File: config.mk
export PLATFORM = sky130hd
export DESIGN_NAME = uart_tx_arbiter
export DESIGN_NICKNAME = d
export VERILOG_FILES = /design/src/rtl/uart_tx_arbiter.sv
export SDC_FILE = /design/constraint.sdc
export NUM_CORES = 1
export LEC_CHECK = 0
export ABC_AREA = 1
export ABC_CLOCK_PERIOD_IN_PS = 2200
export CAP_MARGIN = 20
export CORE_UTILIZATION = 23
export CTS_CLUSTER_SIZE = 14
export DETAILED_ROUTE_END_ITERATION = 10
export GPL_TIMING_DRIVEN = 0
export PLACE_DENSITY_LB_ADDON = 0.25
export SETUP_SLACK_MARGIN = 0.1
export SYNTH_ARGS = -nofsm -noshare
export SYNTH_HDL_FRONTEND = slang
export SYNTH_SLANG_ARGS = --single-unit
File: constraint.sdc
create_clock -name clk -period 2.2 [get_ports clk]
set_input_delay 0.33 -clock clk [delete_from_list [all_inputs] [get_ports clk]]
set_output_delay 0.33 -clock clk [all_outputs]
set_load 0.02 [all_outputs]
File: src/rtl/uart_tx_arbiter.sv
`timescale 1ns/1ps
`default_nettype none
// ============================================================================
// Module      : uart_tx_arbiter
// Description : Round-robin arbiter sharing one UART TX register port among
//               NREQ byte producers. Optional poll timeout: UART_ARB_TIMEOUT_EN
// Revision    : 1.0 - initial release
// ============================================================================
module uart_tx_arbiter #(
    parameter int NREQ        = 4,
    parameter int TX_ADDR     = 24,
    parameter int STATUS_ADDR = 28,
    parameter int TX_BUSY_BIT = 0,
    parameter int POLL_LIMIT  = 255
) (
    input  logic                    clk,
    input  logic                    nReset,
    input  logic [NREQ-1:0]         req_valid,
    input  logic [NREQ*8-1:0]       req_data,
    output logic [NREQ-1:0]         req_ready,
    output logic [31:0]             bus_addr,
    output logic                    bus_ren,
    output logic                    bus_wen,
    output logic [31:0]             bus_wdata,
    input  logic [31:0]             bus_rdata,
    input  logic                    bus_stall,
    output logic                    busy,
    output logic [$clog2(NREQ)-1:0] last_grant,
    output logic                    err_timeout
);

    localparam int          c_gw     = $clog2(NREQ);
    localparam logic [31:0] c_tx     = 32'(TX_ADDR);
    localparam logic [31:0] c_status = 32'(STATUS_ADDR);

    typedef enum logic [1:0] {
        S_IDLE  = 2'd0,
        S_POLL  = 2'd1,
        S_WRITE = 2'd2
    } state_t;

    state_t             r_state, w_state_n;
    logic [NREQ-1:0]    r_req_ready, w_ready_n;
    logic [31:0]        r_addr, w_addr_n;
    logic               r_ren, w_ren_n;
    logic               r_wen, w_wen_n;
    logic [31:0]        r_wdata, w_wdata_n;
    logic               r_busy;
    logic [c_gw-1:0]    r_last_grant, w_grant_n;
    logic [7:0]         r_byte, w_byte_n;
    logic               w_found;
    logic [c_gw-1:0]    w_gidx;
    logic               w_unused_rdata;

    // Only the busy bit of the status word matters.
    assign w_unused_rdata = ^bus_rdata;

`ifdef UART_ARB_TIMEOUT_EN
    localparam int c_cw = $clog2(POLL_LIMIT + 1);
    logic [c_cw-1:0] r_poll_cnt, w_cnt_n;
    logic            r_err, w_err_n;

    always_ff @(posedge clk or posedge nReset) begin
        if (nReset) begin
            r_poll_cnt <= '0;
            r_err      <= 1'b0;
        end else begin
            r_poll_cnt <= w_cnt_n;
            r_err      <= w_err_n;
        end
    end

    assign err_timeout = r_err;
`else
    localparam int c_unused_poll_limit = POLL_LIMIT;
    assign err_timeout = 1'b0;
`endif

    // Search upward from the slot after the last winner, wrapping modulo NREQ.
    always_comb begin
        w_found = 1'b0;
        w_gidx  = '0;
        for (int k = 1; k <= NREQ; k++) begin
            if (!w_found && req_valid[(int'(r_last_grant) + k) % NREQ]) begin
                w_found = 1'b1;
                w_gidx  = c_gw'((int'(r_last_grant) + k) % NREQ);
            end
        end
    end

    always_comb begin
        w_state_n = r_state;
        w_ready_n = '0;
        w_addr_n  = '0;
        w_ren_n   = 1'b0;
        w_wen_n   = 1'b0;
        w_wdata_n = '0;
        w_grant_n = r_last_grant;
        w_byte_n  = r_byte;
`ifdef UART_ARB_TIMEOUT_EN
        w_cnt_n   = r_poll_cnt;
        w_err_n   = r_err;
`endif
        case (r_state)
            S_IDLE: begin
                if (w_found) begin
                    w_ready_n = {{(NREQ-1){1'b0}}, 1'b1} << w_gidx;
                    w_byte_n  = req_data[int'(w_gidx)*8 +: 8];
                    w_grant_n = w_gidx;
                    w_state_n = S_POLL;
                    w_ren_n   = 1'b1;
                    w_addr_n  = c_status;
`ifdef UART_ARB_TIMEOUT_EN
                    w_cnt_n   = '0;
`endif
                end
            end
            S_POLL: begin
                w_ren_n  = 1'b1;
                w_addr_n = c_status;
                if (!bus_stall && !bus_rdata[TX_BUSY_BIT]) begin
                    w_state_n = S_WRITE;
                    w_ren_n   = 1'b0;
                    w_wen_n   = 1'b1;
                    w_addr_n  = c_tx;
                    w_wdata_n = {24'b0, r_byte};
                end
`ifdef UART_ARB_TIMEOUT_EN
                else if (!bus_stall) begin
                    w_cnt_n = r_poll_cnt + 1'b1;
                    if (int'(r_poll_cnt) + 1 >= POLL_LIMIT) begin
                        w_state_n = S_IDLE;
                        w_ren_n   = 1'b0;
                        w_addr_n  = '0;
                        w_byte_n  = '0;
                        w_err_n   = 1'b1;
                    end
                end
`endif
            end
            S_WRITE: begin
                if (bus_stall) begin
                    w_wen_n   = 1'b1;
                    w_addr_n  = c_tx;
                    w_wdata_n = {24'b0, r_byte};
                end else begin
                    w_state_n = S_IDLE;
                end
            end
            default: w_state_n = S_IDLE;
        endcase
    end

    always_ff @(posedge clk or posedge nReset) begin
        if (nReset) begin
            r_state      <= S_IDLE;
            r_req_ready  <= '0;
            r_addr       <= '0;
            r_ren        <= 1'b0;
            r_wen        <= 1'b0;
            r_wdata      <= '0;
            r_busy       <= 1'b0;
            r_last_grant <= c_gw'(NREQ - 1);
            r_byte       <= '0;
        end else begin
            r_state      <= w_state_n;
            r_req_ready  <= w_ready_n;
            r_addr       <= w_addr_n;
            r_ren        <= w_ren_n;
            r_wen        <= w_wen_n;
            r_wdata      <= w_wdata_n;
            r_busy       <= (w_state_n != S_IDLE);
            r_last_grant <= w_grant_n;
            r_byte       <= w_byte_n;
        end
    end

    assign req_ready  = r_req_ready;
    assign bus_addr   = r_addr;
    assign bus_ren    = r_ren;
    assign bus_wen    = r_wen;
    assign bus_wdata  = r_wdata;
    assign busy       = r_busy;
    assign last_grant = r_last_grant;

endmodule
`default_nettype wire

==> reports/qor.csv, run 1 <==
metric,value,unit
"Max FO, Critical Path",10,
Worst Path Buf+Inv,4,
largest area contributor in the netlist,dfrtp_1,
nature of the critical path startpoint,flip-flop,
pwr dens,1420,mW/mm^2
Post-synth ARST share,100,%
initial antenna violation count,0,
Die Wd,100,um
Num CTS Buffers,5,
crit-path cells,buf_8 -> inv_8 -> nand2_2 -> nand2_2 -> nand2_2 -> nand2_4 -> nor2_8 -> nand3_4 -> nand3_4 -> nand2_8 -> buf_12 -> buf_4 -> nand2_1 -> o21ai_0,
Clk network pwr share,8.7,%
endpoints failing hold,0,
Seq cells post-synth,29,
register share of total power,17.3,%
GRT met1 Usage,10.7,%
Layout Skew,0.00194,ns
largest net degree at the start of global routing,30,
Via density,3.51,
crit end category,flip-flop,
fraction of the yosys area taken by sequential cells,32.8,%
Core Box Area,0.00928,sq mm
post-route setup slack,0.141,ns
Crit path required time,2.40,ns
Tmin final,2.06,ns
FILL cells,984,
diode count,0,
vias in the first global route,1716,
clk_lat worst skew,0.28,ns
Final Instance Count excl. Fillers,559,
drt drc,0,
relative slew slack,61.0,%
"EDFF count, synth",0,
"slowest stage delay, CP",0.59,ns
critical path type,flip-flop to flip-flop,
DP Worst Slack,-0.0409,ns
RSZ-0062 raised after global routing,true,
Rows,35,
Crit path max-delay family,simple AND/OR/NAND/NOR gates,
switching share of total power,46.5,%
Slowest cell on crit path,dfstp_2,
Starting DRT DRC Count,76,
Layout area overhead,55.5,%
first-pass GRT wire length,7520,um
Clock Path Buffers,2,
CTS root buf,clkbuf_8,
Clock H-tree levels,2,
post-synth top area share,30.4,%
Synth cell types,28,
final setup fails,0,
Leak Pwr,1.87,nW
clock slew seen by the registers of the worst setup and hold paths,0.06,ns
total of max-cap violations,0,
placed cells,539,
Wirelength per Cell,8.83,um
Pins Over Slew Limit,0,
remaining antenna violation count,0,
Arrival @ worst endpoint,2.26,ns
Post-Syn Area,0.00222,sq mm
hold crit path type,input pin to asynchronous set/reset pin,
fmax,0.486,GHz
final hold slack,0.420,ns
Peak VDD IR,0.391,mV
RD Place Congestion,0.803,
GR peak layer,met2,
Post-Synthesis Cells,298,
Net Sw Power,2.28,mW
Final period util,93.6,%
CTS Sinks,29,
GRT Resource Usage Total,9.47,%
Die Ht,100,um
1st-pass router iterations,4,
Mean Syn Cell Area,7.45,sq um
Worst Max-Slew Pin Slew,0.584,ns
Comb power frac,74.0,%
Routed Wire Length,4940,um
Pint,2.62,mW
GRT overflow,0,
most frequent cell after synthesis,nand2_1,
CTS tree,done,
most frequent CP cell,nand2_2,
run status,"complete, no violations",
PortBufs,59,
Synth Warn #,0,
boundary pin count,145,
M2 GR Usage,16.3,%
share of layout cells above drive strength 1,27.0,%
DIE AREA,0.0100,sq mm
final total power,4.91,mW
most common library cells after synthesis,"104 x nand2_1, 59 x buf_4, 27 x dfrtp_1",
Starting Density,23.9,%
routed via count,1960,
synth top area cells,"dfrtp_1 30%, buf_4 20%, nand2_1 18%",
met3 Usage GRT,3.48,%
"Net count, final",505,
most common flop cell mapped by yosys,dfrtp_1,
Post-DP HPWL,3960,um
per-stage QoR:
stage                     utilization [%]  setup TNS, ns  instance area [sq um]
after floorplan                         -              0                   2420
after global placement               34.2        -0.0374                   3170
after detailed placement             34.2         -0.307                   3170
after CTS                            35.2              0                   3270
after global routing                 37.2              0                   3450
final                                37.2              0                   3450
cell families (layout without fill, tap and decap cells):
group / Yosys count / in the layout / share of synthesized area (%)
DFF: 29 / 29 / 32.8
other: 1 / 54 / 0.169
and+or+nand+nor: 167 / 167 / 35.9
adders and majority gates: 4 / 4 / 2.25
AOI/OAI and AO/OA: 11 / 11 / 2.93
buffers and inverters: 86 / 165 / 25.9
registers in the layout, indices dropped and copies added (netlist names):
name,count
bus_addr,2
r_state,2
bus_wdata,8
r_byte,8
bus_ren,1
bus_wen,1
busy,1
last_grant,2
req_ready,4
final cells by class:
type                    count  area [sq um]  share of cell area (%)
plain buffers              62           498                    14.4
clock buffers               7          86.3                    2.50
inverters                  24          97.6                    2.83
multi-input cells         236          1140                    33.1
flip-flops and latches     29           728                    21.1
well taps                 129           161                    4.68
repair buffers             72           738                    21.4
power by group through the flow:
stage,sequential (mW),clock (mW),combinational [mW]
2_1_floorplan,0.949,0,2.30
3_3_place_gp,0.847,0,3.10
3_5_place_dp,0.849,0,3.12
4_1_cts,0.845,0.442,3.16
5_1_grt,0.866,0.470,4.05
6_report,0.851,0.425,3.63
cells in the final DEF (no fill, tap or decap):
cell               n
nand3b_1           2
dfrtp_1           27
nor2_1            13
buf_12             2
clkdlybuf4s50_1   59
nand3_2            1
nand2_1          101
conb_1            54
nand3_1           20
buf_16             1
buf_8              2
nor2_8             1
inv_2              2
o21ai_2            2
nand2_2           17
nand2_4            4
nand4_1            2
buf_4             66
nand2_8            2
dfstp_2            2
buf_6              2
nand3_4            2
clkbuf_2           1
clkbuf_1           1
ha_1               4
nor3_1             1
or2_2              1
clkbuf_8           6
a21oi_1            4
a31oi_1            2
o21ai_0            3
clkbuf_16          1
inv_1             21
inv_8              1
path summary, 6_finish.rpt:
check / from / end / slack (ns) / cells after the start
setup / recovery: last_grant[0] / last_grant[0] / 0.14 / 14
hold / removal: nReset / bus_wdata[5] / 0.42 / 2
setup reg to reg: last_grant[0] / last_grant[0] / 0.14 / 14
hold reg to reg: r_byte[0] / r_byte[0] / 0.48 / 2
max in group asynchronous: nReset / last_grant[1] / 1.22 / 3
min in group clk: r_byte[0] / r_byte[0] / 0.48 / 2
layer usage:
metal / routed length, um / up-vias
li1: - / 1067
met3: 441 / 7
met1: 2060 / 813
met4: 65 / 0
met5: 0 / -
met2: 2370 / 73
repair_timing:
| item | CTS | global route |
|---|---|---|
| setup buffers | 1 | 10 |
| resized for setup | 2 | 11 |
| pin swaps | 0 | 2 |
| cloned | 0 | 1 |
| setup endpoints to repair | 10 | 13 |
| hold buffers | 0 | 0 |
Power figures use the tool's default switching activity.
==> run 2, diff against run 1 <==
Settings changed: ABC_CLOCK_PERIOD_IN_PS 2200 to 2100, RECOVER_POWER set to 50.
Clock period 2.2 ns to 2.1 ns, I/O delays scaled along.
==> run 2 against run 1 <==
  * Final cell count is 0.36% higher
  * Routed wire length grew 2.2%
  * Die area unchanged
  * Critical path depth is 2 higher
  * Core utilization is 0.26 points higher
  * Fmax up 0.90%
  * Sequential power grew 4.8%
  * Flip-flop and latch count is the same
  * Combinational power is 10% higher
  * Clock-buffer cell count unchanged
==> reports/qor.csv, run 2 (same netlist as run 1, synthesis figures left out) <==
metric,value,unit,change
Final Instance Count excl. Fillers,561,,+0.36%
GRT Resource Usage Total,9.66,%,+0.19 points
Die Ht,100,um,unchanged
Layout Skew,0.00220,ns,+0.000267 ns
diode count,0,,unchanged
Area after DPL,0.00317,sq mm,unchanged
GRT met1 Usage,10.9,%,+0.13 points
fmax,0.490,GHz,+0.90%
Rows,35,,unchanged
routed via count,1991,,+1.6%
hold crit path type,flip-flop to flip-flop,,
"Max FO, Critical Path",7,,-3
vias in the first global route,1741,,+1.5%
run status,"complete, no violations",,
"Net count, final",507,,+0.40%
Core Box Area,0.00928,sq mm,unchanged
placed cells,539,,unchanged
critical path type,flip-flop to flip-flop,,
Arrival @ worst endpoint,2.26,ns,about the same
Final period util,97.2,%,+3.6 points
"commonest non-fill, non-tap cell in the layout",nand2_1,,
initial antenna violation count,0,,unchanged
Crit path required time,2.32,ns,-0.08 ns
Via density,3.55,,+1.2%
crit end category,flip-flop,,
DIE AREA,0.0100,sq mm,unchanged
Peak VDD IR,0.419,mV,+7.0%
Starting Density,23.9,%,unchanged
pwr dens,1530,mW/mm^2,+7.9%
Clock Path Buffers,2,,unchanged
total of max-cap violations,0,,unchanged
met3 Usage GRT,3.48,%,unchanged
Tmin final,2.04,ns,-0.0183 ns
RD Place Congestion,0.803,,unchanged
1st-pass router iterations,4,,unchanged
Pins Over Slew Limit,0,,unchanged
Layout area overhead,56.5,%,
Routed Wire Length,5050,um,+2.2%
design area,0.00347,sq mm,+0.69%
Leak Pwr,1.87,nW,+0.49%
largest net degree at the start of global routing,30,,unchanged
Post-DP HPWL,3960,um,unchanged
RSZ-0062 raised after global routing,true,,
Worst Setup SP,last_grant[0],,
CTS Sinks,29,,unchanged
share of layout cells above drive strength 1,27.8,%,+0.80 points
Clock H-tree levels,2,,unchanged
Worst Max-Slew Pin Slew,0.854,ns,+0.270 ns
Wirelength per Cell,9.00,um,+1.8%
GRT overflow,0,,unchanged
PortBufs,59,,unchanged
M2 GR Usage,16.9,%,+0.53 points
crit path capture,r_byte[1],,
most frequent cells in the layout,"100 x nand2_1, 67 x buf_4, 58 x clkdlybuf4s50_1, 54 x conb_1, 27 x dfrtp_1",,
hold_buf cts,0,,unchanged
Num CTS Buffers,5,,unchanged
relative slew slack,43.1,%,-18 points
CTS root buf,clkbuf_8,,
clk_lat worst skew,0.27,ns,about the same
Starting DRT DRC Count,56,,-26%
Crit Reg-Reg Endpoint,r_byte[1],,
"reg-to-reg slack, setup",0.06,ns,-0.08 ns
reg2reg path depth,16,,+2
first-pass GRT wire length,7690,um,+2.2%
boundary pin count,145,,unchanged
GR peak layer,met2,,
Die Wd,100,um,unchanged
clock slew seen by the registers of the worst setup and hold paths,0.05,ns,about the same
FF-to-FF Start,last_grant[0],,
remaining antenna violation count,0,,unchanged
drt drc,0,,unchanged
nature of the critical path startpoint,flip-flop,,
setup tns final,0,ns,unchanged
CTS tree,done,,
final setup fails,0,,unchanged
endpoints failing hold,0,,unchanged
==> run 2: what timing repair did <==
item / 4_1_cts / 5_1_grt
pin swaps: 0 / 6
endpoints found under the setup margin: 16 / 15
buffers inserted: 6 / 6
cloned: 0 / 2
gates resized for setup: 5 / 11
hold endpoints to repair: 0 / 0
==> run 2: area by class of cell <==
cell class              instances  area [sq um]
repair buffers                 74           747
plain buffers                  62           502
well taps                     129           161
flip-flops and latches         29           728
fillers                       995          5810
clock buffers                   7          86.3
multi-input cells             236          1150
inverters                      24          97.6
==> run 2: where the power goes <==
part           switching (mW)  internal [mW]  leakage (nW)  total, mW
Sequential              0.108          0.784         0.370      0.892
Clock                   0.184          0.259        0.0443      0.443
Combinational            2.16           1.83          1.46       4.00
Total                    2.45           2.88          1.87       5.33
==> run 2: critical path, cell delays in order, from the launching register on <==
cell and delay, ns:
dfstp_2 0.58, buf_8 0.13, nand2_1 0.07, nand3_1 0.13, nand2_4 0.10, nor2_8 0.14
nand3_4 0.11, nand2_4 0.10, nand2_8 0.08, nand2_8 0.10, clkbuf_16 0.15, nand2_2 0.04
nand2_1 0.06, nand2_1 0.05, nand2_1 0.05, nand2_1 0.04, nand2_1 0.05
==> run 2: stage by stage <==
| step | setup slack (ns) | hold slack, ns | utilization, % | power [mW] |
|---|---|---|---|---|
| global placement | -0.109 | 0.463 | 34.2 | 4.14 |
| CTS | 0.0354 | 0.482 | 35.9 | 4.93 |
| floorplan | 0.110 | 0.392 | - | 3.40 |
| detailed placement | -0.126 | 0.467 | 34.2 | 4.16 |
| global route | -0.0799 | 0.504 | 37.4 | 5.82 |
| finish | 0.0595 | 0.475 | 37.4 | 5.33 |
==> run 2: layer usage <==
metal | part of all wire, % | routed length, um
met3 | 9.1 | 457
met2 | 48 | 2410
met5 | 0 | 0
met4 | 1.2 | 61
met1 | 42 | 2110
==> run 2: how the worst min path moves through the flow <==
stage              start          end  cells after the start
3_3_place_gp   r_byte[7]    r_byte[7]                      2
4_1_cts        r_byte[3]    r_byte[3]                      2
6_report       r_byte[3]    r_byte[3]                      2
5_1_grt        r_byte[6]    r_byte[6]                      2
2_1_floorplan     nReset  bus_addr[2]                      1
3_5_place_dp   r_byte[3]    r_byte[3]                      2
==> run 3, diff against run 2 <==
Settings changed: ABC_CLOCK_PERIOD_IN_PS 2100 to 2120, CORE_ASPECT_RATIO set to 0.5.
Clock period 2.1 ns to 2.12 ns, I/O delays scaled along.
==> run 3 against run 2 <==
  * Sequential power fell by 2.7%
  * Routed wire length up 2.8%
  * Design area is 7.0% higher
  * Sequential share of layout area fell by 1.4 points
  * Core utilization grew 3.7 points
  * Largest cell class unchanged
==> reports/qor.csv, run 3 (same netlist as run 1, synthesis figures left out) <==
metric,value,unit,change
critical path type,flip-flop to flip-flop,,
Area after DPL,0.00317,sq mm,about the same
Slowest cell on crit path,dfstp_2,,
nature of the critical path startpoint,flip-flop,,
Tmin final,2.06,ns,+0.0215 ns
1st-pass router iterations,4,,unchanged
Final period util,97.3,%,+0.099 points
endpoints failing hold,0,,unchanged
total of max-cap violations,0,,unchanged
first-pass GRT wire length,8090,um,+5.2%
hold crit path type,input pin to asynchronous set/reset pin,,
"reg-to-reg slack, setup",0.06,ns,about the same
final hold slack,0.377,ns,-0.0979 ns
initial antenna violation count,0,,unchanged
Clk network pwr share,13.2,%,+4.9 points
final total power,6.05,mW,+14%
Peak VDD IR,0.650,mV,+55%
"commonest non-fill, non-tap cell in the layout",nand2_1,,
fmax,0.485,GHz,-1.0%
Crit path required time,2.32,ns,about the same
Leak Pwr,1.98,nW,+5.7%
Starting DRT DRC Count,69,,+23%
Routed Wire Length,5190,um,+2.8%
Comb power frac,72.5,%,-2.5 points
Num CTS Buffers,5,,unchanged
Via density,3.55,,about the same
vias in the first global route,1800,,+3.4%
switching share of total power,43.7,%,-2.3 points
placed cells,540,,+0.19%
relative slew slack,13.3,%,-30 points
Post-DP HPWL,3950,um,-0.31%
PortBufs,59,,unchanged
Clock Path Buffers,2,,unchanged
"Net count, final",515,,+1.6%
Layout area overhead,67.5,%,
Net Sw Power,2.65,mW,+7.8%
Pins Over Slew Limit,0,,unchanged
most frequent CP cell,nand2_1,,
"slowest stage delay, CP",0.57,ns,about the same
remaining antenna violation count,0,,unchanged
CTS root buf,clkbuf_16,,
Wirelength per Cell,9.09,um,+0.99%
GRT Resource Usage Total,10.1,%,+0.39 points
diode count,0,,unchanged
final setup fails,0,,unchanged
Die Wd,141,um,+41%
run status,"complete, no violations",,
design area,0.00372,sq mm,+7.0%
largest net degree at the start of global routing,30,,unchanged
Arrival @ worst endpoint,2.27,ns,about the same
GRT overflow,0,,unchanged
pwr dens,1630,mW/mm^2,+6.1%
clock slew seen by the registers of the worst setup and hold paths,0.05,ns,about the same
RSZ-0062 raised after global routing,true,,
post-route setup slack,0.0580,ns,-0.00153 ns
DIE AREA,0.0101,sq mm,+0.24%
register share of total power,14.3,%,-2.4 points
CTS Sinks,29,,unchanged
Worst Max-Slew Pin Slew,1.30,ns,+0.447 ns
"Max FO, Critical Path",9,,+2
Rows,24,,-31%
clk_lat worst skew,0.26,ns,about the same
RD Place Congestion,0.782,,-2.6%
crit-path cells,buf_8 -> inv_8 -> nand2_2 -> nand2_2 -> nand2_2 -> nand2_4 -> nor2_8 -> nand3_4 -> nand2_4 -> nand2_8 -> nand2_8 -> clkbuf_16 -> nand2_2 -> nand2_1 -> nand2_1 -> nand2_1 -> nand2_1 -> nand2_1,,
Final Instance Count excl. Fillers,571,,+1.8%
Core Box Area,0.00904,sq mm,-2.6%
crit end category,flip-flop,,
hold_buf cts,0,,unchanged
share of layout cells above drive strength 1,33.1,%,+5.3 points
Starting Density,24.6,%,+0.65 points
boundary pin count,145,,unchanged
Layout Skew,0.00217,ns,-0.0000359 ns
Die Ht,71.5,um,-29%
DP Worst Slack,-0.158,ns,-0.0323 ns
Pint,3.41,mW,+18%
routed via count,2027,,+1.8%
Clock H-tree levels,2,,unchanged
CTS tree,done,,
drt drc,0,,unchanged
most frequent cells in the layout,"92 x nand2_1, 67 x buf_4, 58 x clkdlybuf4s50_1, 54 x conb_1, 27 x dfrtp_1",,
run 3: cell count changes in the layout (fill, tap and decap cells not counted), sizes merged:
cell	delta
buf	+7
nand2	+2
bufinv	+1
clkbuf	-1
run 3: layer usage:
metal | GRT usage [%] | share of wire [%] | up-vias
li1 | - | - | 1092
met1 | 12.1 | 43 | 873
met2 | 18.2 | 51 | 60
met3 | 2.07 | 5.4 | 2
met4 | 3.26 | 0.77 | 0
met5 | 0 | 0 | -
run 3: final timing paths:
kind                                     from        end  depth (start not counted)
worst max-delay path            last_grant[0]  r_byte[5]                         18
worst min-delay path                   nReset    bus_wen                          2
worst max register to register  last_grant[0]  r_byte[5]                         18
worst min register to register      r_byte[5]  r_byte[5]                          2
max in group asynchronous              nReset  r_byte[3]                          3
min in group clk                    r_byte[5]  r_byte[5]                          2
run 3: what timing repair did:
item                                    CTS  global route
resized for setup                        15            30
buffers inserted                         10             6
pin swaps                                 1            19
endpoints found under the setup margin   13            17
gates cloned                              4             2
run 3: through the flow:
step | util, % | setup TNS [ns]
final | 41.1 | 0
after global routing | 41.1 | -0.461
after CTS | 39.0 | 0
after detailed placement | 35.1 | -1.49
after global placement | 35.1 | -1.39
after floorplan | - | 0
run 3: final cells by class:
cell class                      instances  area, sq um
Tap cell                              130          163
Multi-Input combinational cell        238         1240
Buffer                                 62          497
Inverter                               24          100
Sequential cell                        29          728
Clock buffer                            7          143
Timing Repair Buffer                   80          817
Clock inverter                          1         30.0
Fill cell                             940         5320
run 3: worst max-delay path: cells and delay by family (launching register included):
kind | cells | cell delay [ns]
buffers and inverters | 3 | 0.33
flip-flops | 1 | 0.57
AND/OR/NAND/NOR | 15 | 1.09
run 3: power by group through the flow:
| stage | clock [mW] | sequential, mW | combinational (mW) |
|---|---|---|---|
| after floorplan | 0 | 0.985 | 2.38 |
| final | 0.799 | 0.868 | 4.38 |
| after global routing | 0.844 | 0.893 | 4.83 |
| after CTS | 0.820 | 0.891 | 3.77 |
| after global placement | 0 | 0.880 | 3.24 |
| after detailed placement | 0 | 0.880 | 3.24 |
